==> config.mk <==
export PLATFORM = sky130hd
export DESIGN_NAME = pdm_cic_decimator
export DESIGN_NICKNAME = d
export VERILOG_FILES = /design/src/rtl/pdm_cic_decimator.sv
export SDC_FILE = /design/constraint.sdc
export NUM_CORES = 1
export LEC_CHECK = 0
export BUFFER_PORTS_ARGS = -buffer_cell sky130_fd_sc_hd__buf_2
export CAP_MARGIN = 20
export CORE_ASPECT_RATIO = 1.2
export CORE_MARGIN = 5
export CORE_UTILIZATION = 35
export CTS_BUF_LIST = sky130_fd_sc_hd__clkbuf_2 sky130_fd_sc_hd__clkbuf_4 sky130_fd_sc_hd__clkbuf_8
export CTS_CLUSTER_DIAMETER = 200
export DETAILED_ROUTE_END_ITERATION = 16
export GPL_ROUTABILITY_DRIVEN = 0
export PLACE_DENSITY = 0.5
export RECOVER_POWER = 25
export SLEW_MARGIN = 20
export SYNTH_ARGS = -nofsm -noshare
export SYNTH_HDL_FRONTEND = slang
export SYNTH_SLANG_ARGS = --single-unit
==> constraint.sdc <==
create_clock -name clk -period 2.7 [get_ports clk]
set_input_delay 0.675 -clock clk [delete_from_list [all_inputs] [get_ports clk]]
set_output_delay 0.675 -clock clk [all_outputs]
set_load 0.1 [all_outputs]
==> src/rtl/pdm_cic_decimator.sv <==
// Third-order CIC decimator for a 1-bit PDM stream clocked by an asynchronous bit clock.
// Produces offset-binary 32-bit PCM samples at the selected decimation ratio.
module pdm_cic_decimator #(
  parameter int unsigned DW = 20
) (
  input  logic        clk,
  input  logic        rst,
  input  logic        ock,
  input  logic        sdi,
  input  logic        en,
  input  logic [1:0]  dec_sel,
  output logic [31:0] dout,
  output logic        dout_vld
);

  typedef enum logic [1:0] {IDLE, PRIME, RUN} state_t;

  state_t state_q, state_d;

  logic          ock_s1, ock_s2, ock_q, sdi_s1, sdi_s2;
  logic [1:0]    r_sel;
  logic [5:0]    cnt;
  logic [1:0]    pcnt;
  logic [DW-1:0] i1, i2, i3;
  logic [DW-1:0] c1, c2, y, d0, d1, d2;
  logic [3:0]    pipe, tag;

  logic          strobe_c, active_c, boundary_c;
  logic [5:0]    r_max_c;
  logic [4:0]    shift_c;
  logic [DW-1:0] x_c;
  logic [32:0]   y_ext_c, sum_c;
  logic [31:0]   dout_c;

  // Ratio-dependent terminal count and output scaling (shift = 31 - 3*log2(R))
  always_comb begin
    r_max_c = 6'd63;
    shift_c = 5'd13;
    case (r_sel)
      2'd0: begin r_max_c = 6'd15; shift_c = 5'd19; end
      2'd1: begin r_max_c = 6'd31; shift_c = 5'd16; end
      default: begin r_max_c = 6'd63; shift_c = 5'd13; end
    endcase
  end

  assign strobe_c   = ock_s2 & ~ock_q;
  assign active_c   = en && (state_q != IDLE);
  assign boundary_c = strobe_c && active_c && (cnt == r_max_c);
  assign x_c        = sdi_s2 ? DW'(1) : {DW{1'b1}};

  // Only y = +R^3 can reach 2^32 after offsetting; clamp it to full scale
  assign y_ext_c = {{(33 - DW){y[DW-1]}}, y};
  assign sum_c   = (y_ext_c << shift_c) + 33'h0_8000_0000;
  assign dout_c  = sum_c[32] ? 32'hFFFF_FFFF : sum_c[31:0];

  always_comb begin
    state_d = state_q;
    case (state_q)
      IDLE:    if (en) state_d = PRIME;
      PRIME:   if (!en) state_d = IDLE;
               else if (boundary_c && pcnt == 2'd2) state_d = RUN;
      RUN:     if (!en) state_d = IDLE;
      default: state_d = IDLE;
    endcase
  end

  always_ff @(posedge clk) begin
    if (rst) begin
      state_q <= IDLE;
      ock_s1 <= 1'b0; ock_s2 <= 1'b0; ock_q <= 1'b0;
      sdi_s1 <= 1'b0; sdi_s2 <= 1'b0;
      r_sel <= 2'd0; cnt <= 6'd0; pcnt <= 2'd0;
      i1 <= '0; i2 <= '0; i3 <= '0;
      c1 <= '0; c2 <= '0; y <= '0; d0 <= '0; d1 <= '0; d2 <= '0;
      pipe <= 4'd0; tag <= 4'd0;
      dout <= 32'h8000_0000;
      dout_vld <= 1'b0;
    end else begin
      state_q  <= state_d;
      ock_s1   <= ock;    ock_s2 <= ock_s1;  ock_q <= ock_s2;
      sdi_s1   <= sdi;    sdi_s2 <= sdi_s1;
      dout_vld <= 1'b0;
      if (!en) begin
        cnt <= 6'd0; pcnt <= 2'd0;
        i1 <= '0; i2 <= '0; i3 <= '0;
        c1 <= '0; c2 <= '0; y <= '0; d0 <= '0; d1 <= '0; d2 <= '0;
        pipe <= 4'd0; tag <= 4'd0;
      end else begin
        if (state_q == IDLE) r_sel <= dec_sel;
        if (strobe_c && active_c) begin
          i1  <= i1 + x_c;
          i2  <= i2 + i1;
          i3  <= i3 + i2;
          cnt <= boundary_c ? 6'd0 : cnt + 6'd1;
          if (boundary_c && state_q == PRIME) pcnt <= pcnt + 2'd1;
        end
        // Boundary flags ride alongside the comb stages; tag marks samples taken in RUN
        pipe <= {pipe[2:0], boundary_c};
        tag  <= {tag[2:0], boundary_c && state_q == RUN};
        if (pipe[0]) begin c1 <= i3 - d0; d0 <= i3; end
        if (pipe[1]) begin c2 <= c1 - d1; d1 <= c1; end
        if (pipe[2]) begin y  <= c2 - d2; d2 <= c2; end
        if (pipe[3] && tag[3]) begin
          dout     <= dout_c;
          dout_vld <= 1'b1;
        end
      end
    end
  end

endmodule

==> results by group, run 1 <==
Logic synthesis
  • Avg Cell Area, Syn: between 8 and 9 sq um
  • Ys async rst share: 0
  • Yosys reg bits: around 240
  • Count of cell types in the netlist: 71
  • Synth Flop Type: dfxtp_1
  • Post-synthesis instance area: approximately 0.014 sq mm
  • Leading area contributor after synthesis: dfxtp_1
  • Post-synth top area share: 0.339
  • Sequential area share after synthesis: 0.339
  • Area contributors post-synth: dfxtp_1, ha_1, mux2i_1, nor2_1, a21oi_1
  • Most numerous cell in the Yosys netlist: dfxtp_1
  • Commonest cells in the netlist: dfxtp_1, nor2_1, nand2_1, a21oi_1, ha_1
  • Syn Inst Count: 1656
  • Post-synth EDFFs: 0
  • Yosys warnings: 0
  • Syn Nets: 1785

Critical path
  • Worst Path Class, Setup: reg -> reg
  • Worst setup EP type: flop
  • Max stage delay on crit path: around 0.42 ns
  • CP Max Fanout: 3
  • Critical Path RT: 3.15 ns
  • Startpoint Class: flop
  • Slowest stage cell, crit path: fa_1
  • CP Cell Sequence: ha_1 -> fa_1 -> a211oi_1 -> nor2_1 -> o21ai_2 -> o21ai_1 -> a31o_2 -> a221oi_2 -> xor2_1 -> o21ai_1
  • Worst EP arrival: around 3 ns
  • Crit path top cell by count: o21ai_1

Global route
  • Initial antenna violation count: 0
  • Number of global-route vias before repair: around 11000
  • Grt ovf: 0
  • GR Util All Layers: 0.151
  • Global-route wire length before repair: approximately 56 mm
  • Largest net degree at the start of global routing: 52

Placed design
  • Final HPWL DP: about 25 mm
  • Placed inst area: ~0.015 sq mm
  • I/O Buffers: 39
  • Setup Slack @ Placement: around 0.11 ns
  • Placed cells: 2198

Cells and area
  • Area Growth Syn to Fin: 14.0%
  • Post-route cell area: approximately 0.016 sq mm
  • Filler cells: between 4000 and 5000
  • NumNets Final: around 1800
  • N_diodes: 0
  • Share of layout cells above drive strength 1: 0.113
  • Non-filler cells, final: 2278

STA
  • Final hold slack: ~0.30 ns
  • Skew final: 0.0305 ns
  • Slew Limit Fails: 0
  • Setup Viol. Count Final: 0
  • Hold Fails Final Rpt: 0
  • Setup WS post-layout: about 0.15 ns
  • Setup TNS: 0 ns
  • RSZ-0062 raised after global routing: no
  • Max Fclk: just under 0.4 GHz
  • Worst-Margin Slew: around 1.1 ns
  • Final Critical Period: around 2.6 ns
  • Final period util: 0.945
  • Worst slew margin: 0.236

Clocking
  • Clk_lat worst skew: between 0.5 and 0.6 ns
  • Htree depth: 2
  • Clk pin slew, worst setup/hold paths: around 0.060 ns
  • Clk Tree Root Cell: clkbuf_8
  • Hold_buf cts: 0
  • CTS buffer count: 43
  • CTS Buffer Depth: 3
  • CTS tree: built
  • Num Clock Sinks: ~240

Flow run
  • Max Cap Viol: 0

Detailed routing
  • Detailed Route Iter0 Violations: 385
  • Via count: 11472
  • Final wirelength: 32.9 mm
  • Vias per cell: between 5 and 6
  • Pre-Repair DR Iteration Count: 4
  • Post-route ant nets: 0
  • Wire per inst: approximately 14 um
  • DRC Markers: 0

Worst hold path
  • Hold Crit Class: in -> reg

Pwr
  • Worst VDD drop: approximately 560 uV
  • Combinational share of power: 0.030
  • Psw: 1.70 mW
  • Pwr/cell area: ~470 mW/mm^2
  • Seq pwr share: 0.467
  • Pint: slightly below 6 mW
  • Sw Share: 0.228
  • Pleak: 6.22 nW
  • Clk pwr share: 0.504

Floorplan
  • Die area: approximately 0.044 sq mm
  • Initial Utilization: 0.352
  • Die span in y: roughly 230 um
  • Top-Level Pins: 40
  • Core ar.: approximately 0.04 sq mm
  • Die width: 192 um
  • Row cnt: 80

Run status
  • Status: finished, final reports clean
layout by cell type (no fill, tap or decap), drive strengths merged, types with 19 or more instances in the layout:
| cell type | n |
|---|---|
| nand2 | 153 |
| clkbuf | 82 |
| xor2 | 35 |
| mux2i | 100 |
| nor2b | 19 |
| nand3 | 39 |
| a21o | 44 |
| dfxtp | 235 |
| ha | 116 |
| a211oi | 55 |
| o21a | 24 |
| nor3 | 22 |
| nor2 | 198 |
| a21oi | 127 |
| buf | 70 |
| inv | 88 |
| xnor2 | 63 |
| o21ai | 90 |
worst max-delay path: cells and delay by family (launching register included):
| kind | cells | cell delay, ns |
|---|---|---|
| AOI/OAI and AO/OA | 6 | 1.18 |
| adders and majority gates | 2 | 0.64 |
| DFF | 1 | 0.31 |
| xor gates and xnor gates | 1 | 0.17 |
| and+or+nand+nor | 1 | 0.14 |
power by group through the flow:
| stage | logic, mW | clock network [mW] | registers (mW) |
|---|---|---|---|
| 2_1_floorplan | 0.153 | 0 | 3.55 |
| 3_3_place_gp | 0.229 | 0 | 3.56 |
| 3_5_place_dp | 0.231 | 0 | 3.56 |
| 4_1_cts | 0.231 | 3.92 | 3.49 |
| 5_1_grt | 0.246 | 4.07 | 3.48 |
| 6_report | 0.221 | 3.76 | 3.49 |
final cells by class:
cell class	instances	area [sq um]	area share
inverter	87	327	0.0207
tap	533	667	0.0422
sequential	235	4710	0.298
clock inverter	10	129	0.00815
multi-input combinational	1261	8600	0.544
timing repair buffer	82	522	0.0330
clock buffer	70	857	0.0542
sequential cells by signal, indices dropped and copies added, names as in the netlist:
| name | cells |
|---|---|
| cnt | 6 |
| pcnt | 2 |
| sdi_s2 | 1 |
| state_q | 2 |
| y | 20 |
| ock_q | 1 |
| d1 | 20 |
| i2 | 20 |
| c2 | 20 |
| pipe | 4 |
| d0 | 20 |
| ock_s2 | 1 |
| r_sel | 2 |
| tag | 4 |
| dout | 29 |
| i1 | 20 |
| sdi_s1 | 1 |
| d2 | 20 |
| dout_vld | 1 |
| i3 | 20 |
| c1 | 20 |
| ock_s1 | 1 |
repair_timing:
item	CTS	global route
gates resized for setup	0	16
endpoints found under the setup margin	0	15
setup buffers	0	0
per-layer routing:
layer,global-route usage,vias to the layer above,routed length (um)
met1,0.170,5278,13800
met5,0,-,0
met3,0.0234,75,979
li1,-,5965,-
met2,0.281,154,17000
met4,0.0597,0,1140
worst paths after layout:
check	start	endpoint	slack, ns	depth (start not counted)
worst max-delay path	i1[0]	i2[16]	0.15	10
worst min-delay path	ock	ock_s1	0.30	2
worst max register to register	i1[0]	i2[16]	0.15	10
worst min register to register	tag[1]	tag[2]	0.42	1
logic make-up after synthesis:
kind of cell,share of synthesized area
AND/OR/NAND/NOR,0.163
AO/OA/AOI/OAI,0.195
flip-flops,0.339
buffers and inverters,0.0449
adder cells (fa/ha/maj),0.113
multiplexers,0.0827
XOR/XNOR,0.0619
metrics by stage:
| stage | power [mW] | utilization |
|---|---|---|
| after floorplan | 3.71 | - |
| after global placement | 3.79 | 0.376 |
| after detailed placement | 3.79 | 0.376 |
| after CTS | 7.64 | 0.401 |
| after global routing | 7.80 | 0.401 |
| final | 7.47 | 0.401 |
(Power assumes the default switching activity.)
==> run 2, diff against run 1 <==
PLACE_DENSITY = 0.48   (was 0.5)
clock period = 3.3 ns   (was 2.7 ns; I/O delays follow)
==> run 2 against run 1 <==
Compared with the run above: the flow now finishes with violations (capacitance limit, slew limit); global-route usage is 0.27 points lower; clock skew up 0.0039 ns; sequential cell count did not move; sequential power shrank 18%; final cell count fell by 1.1%; critical path depth down 5; register-to-register slack improved by 0.33 ns; via count fell by 1.6%; largest cell class unchanged; largest power group unchanged; highest routed layer unchanged.
==> results by group, run 2 (same netlist as run 1, synthesis figures left out) <==
Run status
  • Status: finished with violations
  • Failing checks: capacitance limit, slew limit

Global route
  • Global-route wire length before repair: 54.7 mm (-1.8%)
  • Largest net degree at the start of global routing: 93 (+79%)
  • Grt ovf: 0 (unchanged)
  • GR Util All Layers: 0.148 (-0.00272)
  • Number of global-route vias before repair: 11133 (-2.5%)
  • Initial antenna violation count: 0 (unchanged)

Critical path
  • CP Launch Point: en
  • CP Cell Sequence: buf_2 -> nand2b_4 -> clkbuf_2 -> buf_4 -> nor3_1
  • Setup crit end: i2[19]
  • R2R Path End: i2[16]
  • Startpoint Class: primary input
  • Worst R2R Start: i1[0]
  • Worst setup EP type: flop
  • R2r setup slk: 0.48 ns (+0.33 ns)
  • Worst EP arrival: 3.30 ns (+0.30 ns)
  • Critical Path RT: 3.75 ns (+0.60 ns)
  • Worst Path Class, Setup: in -> reg
  • R2R depth: 10 (unchanged)
  • CP Max Fanout: 92 (+89)
  • Max stage delay on crit path: 1.47 ns (+1.05 ns)
  • Slowest stage cell, crit path: clkbuf_2

Floorplan
  • Die width: 192 um (unchanged)
  • Top-Level Pins: 40 (unchanged)
  • Row cnt: 80 (unchanged)
  • Initial Utilization: 0.352 (unchanged)
  • Die span in y: 228 um (unchanged)
  • Die area: 0.0437 sq mm (unchanged)
  • Core ar.: 0.0394 sq mm (unchanged)

Pwr
  • Worst VDD drop: 223 uV (-60%)
  • Pleak: 6.13 nW (-1.3%)
  • Pwr/cell area: 397 mW/mm^2 (-16%)

Detailed routing
  • Pre-Repair DR Iteration Count: 5 (+1)
  • Wire per inst: 14.6 um (+0.99%)
  • Met2 routed WL: 16.7 mm (-1.6%)
  • Detailed Route Iter0 Violations: 368 (-4.4%)
  • DRC Markers: 0 (unchanged)
  • Met3 Routed Length: 968 um (-1.1%)
  • Top routing layer in use: met4
  • Via count: 11289 (-1.6%)
  • WL met1: 13.9 mm (+0.80%)
  • Post-route ant nets: 0 (unchanged)
  • Final wirelength: 32.9 mm (-0.12%)
  • Vias per cell: 5.01 (-0.50%)

Cells and area
  • Area Growth Syn to Fin: 12.4%
  • NumNets Final: 1818 (-1.1%)
  • Max reg flops: 29 (unchanged)
  • Register area: 0.00471 sq mm (about the same)
  • Reg with most FFs: dout
  • Share of layout cells above drive strength 1: 0.0977 (-0.0158)
  • Most common cell after layout, fill and taps aside: dfxtp_1
  • Filler cells: 4093 (-0.27%)
  • Most frequent cells in the layout: dfxtp_1, nor2_1, nand2_1
  • Core Util, Final: 0.395 (-0.00558)
  • Area of the multi-input gates: 0.00855 sq mm (-0.61%)
  • Non-filler cells, final: 2253 (-1.1%)
  • N_diodes: 0 (unchanged)

STA
  • RSZ-0062 raised after global routing: no
  • Final Critical Period: between 2 and 3 ns
  • Final period util: 0.865
  • Skew final: 0.0344 ns (+0.00385 ns)
  • Max Fclk: 0.350 GHz
  • Slew Limit Fails: 93 (+93)
  • Setup TNS: 0 ns (unchanged)
  • Worst-Margin Slew: 2.08 ns (+0.931 ns)
  • Setup Viol. Count Final: 0 (unchanged)
  • Hold Fails Final Rpt: 0 (unchanged)
  • Worst slew margin: -0.385 (-0.621)

Clocking
  • Clk_lat worst skew: 0.59 ns (about the same)
  • Htree depth: 2 (unchanged)
  • Clk Tree Root Cell: clkbuf_8
  • Hold_buf cts: 0 (unchanged)
  • Post-cts repair resize count: 0 (unchanged)
  • CTS tree: built
  • Num Clock Sinks: 235 (unchanged)
  • Setup Fix Bufs, Post-CTS: 0 (unchanged)
  • CTS Buffer Depth: 3 (unchanged)
  • Clk pin slew, worst setup/hold paths: 0.06 ns (about the same)
  • CTS buffer count: 44 (+2.3%)

Placed design
  • Final HPWL DP: 24.1 mm (-2.5%)
  • I/O Buffers: 39 (unchanged)
  • Placed cells: 2176 (-1.0%)

Worst hold path
  • Min-delay src: tag[2]
  • Hold Crit Class: reg -> reg

Flow run
  • Max Cap Viol: 1 (+1)
## run 2: changes by cell type in the layout (fill, tap and decap cells not counted), moves of 2 or more
cell      delta
clkbuf_8     +7
clkbuf_1     -5
clkbuf_4     -9
a21oi_2      -3
o31ai_2      -2
buf_4       -13
o31ai_1      +2
a21oi_1      +3
a211oi_2     -2
a211oi_1     +2
buf_12       -3
## run 2: how the worst min path moves through the flow
stage | cells past startpoint | end | slack, ns
after detailed placement | 1 | tag[3] | 0.41
after global routing | 2 | ock_s1 | 0.42
after CTS | 2 | ock_s1 | 0.39
final | 1 | tag[3] | 0.43
after floorplan | 1 | tag[1] | 0.41
after global placement | 1 | tag[3] | 0.41
## run 2: where the power goes
part / leakage, nW / switching [mW] / internal, mW / total, mW
clock: 0.531 / 1.29 / 1.88 / 3.16
sequential: 1.89 / 0.00860 / 2.84 / 2.85
combinational: 3.71 / 0.119 / 0.0510 / 0.170
## run 2: metrics by stage
stage | total power [mW] | worst slack (ns) | hold WS (ns) | instance area [sq um]
2_1_floorplan | 3.03 | 0.712 | 0.406 | 13900
3_3_place_gp | 3.09 | 0.506 | 0.410 | 14600
3_5_place_dp | 3.09 | 0.505 | 0.414 | 14600
4_1_cts | 6.33 | 0.490 | 0.390 | 15600
5_1_grt | 6.46 | 0.190 | 0.417 | 15600
6_report | 6.19 | 0.446 | 0.425 | 15600
## run 2: worst max-delay path, delay by kind of cell
kind / cells / cell delay (ns)
buffers and inverters: 3 / 2.21
and+or+nand+nor: 2 / 0.19
## run 2: final cells by class
| class | instances | share of cell area |
|---|---|---|
| Multi-Input combinational cell | 1261 | 0.548 |
| Sequential cell | 235 | 0.302 |
| Clock buffer | 68 | 0.0568 |
| Tap cell | 533 | 0.0428 |
| Timing Repair Buffer | 60 | 0.0214 |
| Inverter | 87 | 0.0209 |
| Clock inverter | 9 | 0.00762 |
## run 2: per-layer routing
| layer | vias up | global-route usage |
|---|---|---|
| met3 | 85 | 0.0231 |
| met2 | 145 | 0.272 |
| met4 | 0 | 0.0617 |
| met1 | 5143 | 0.168 |
| met5 | - | 0 |
| li1 | 5916 | - |
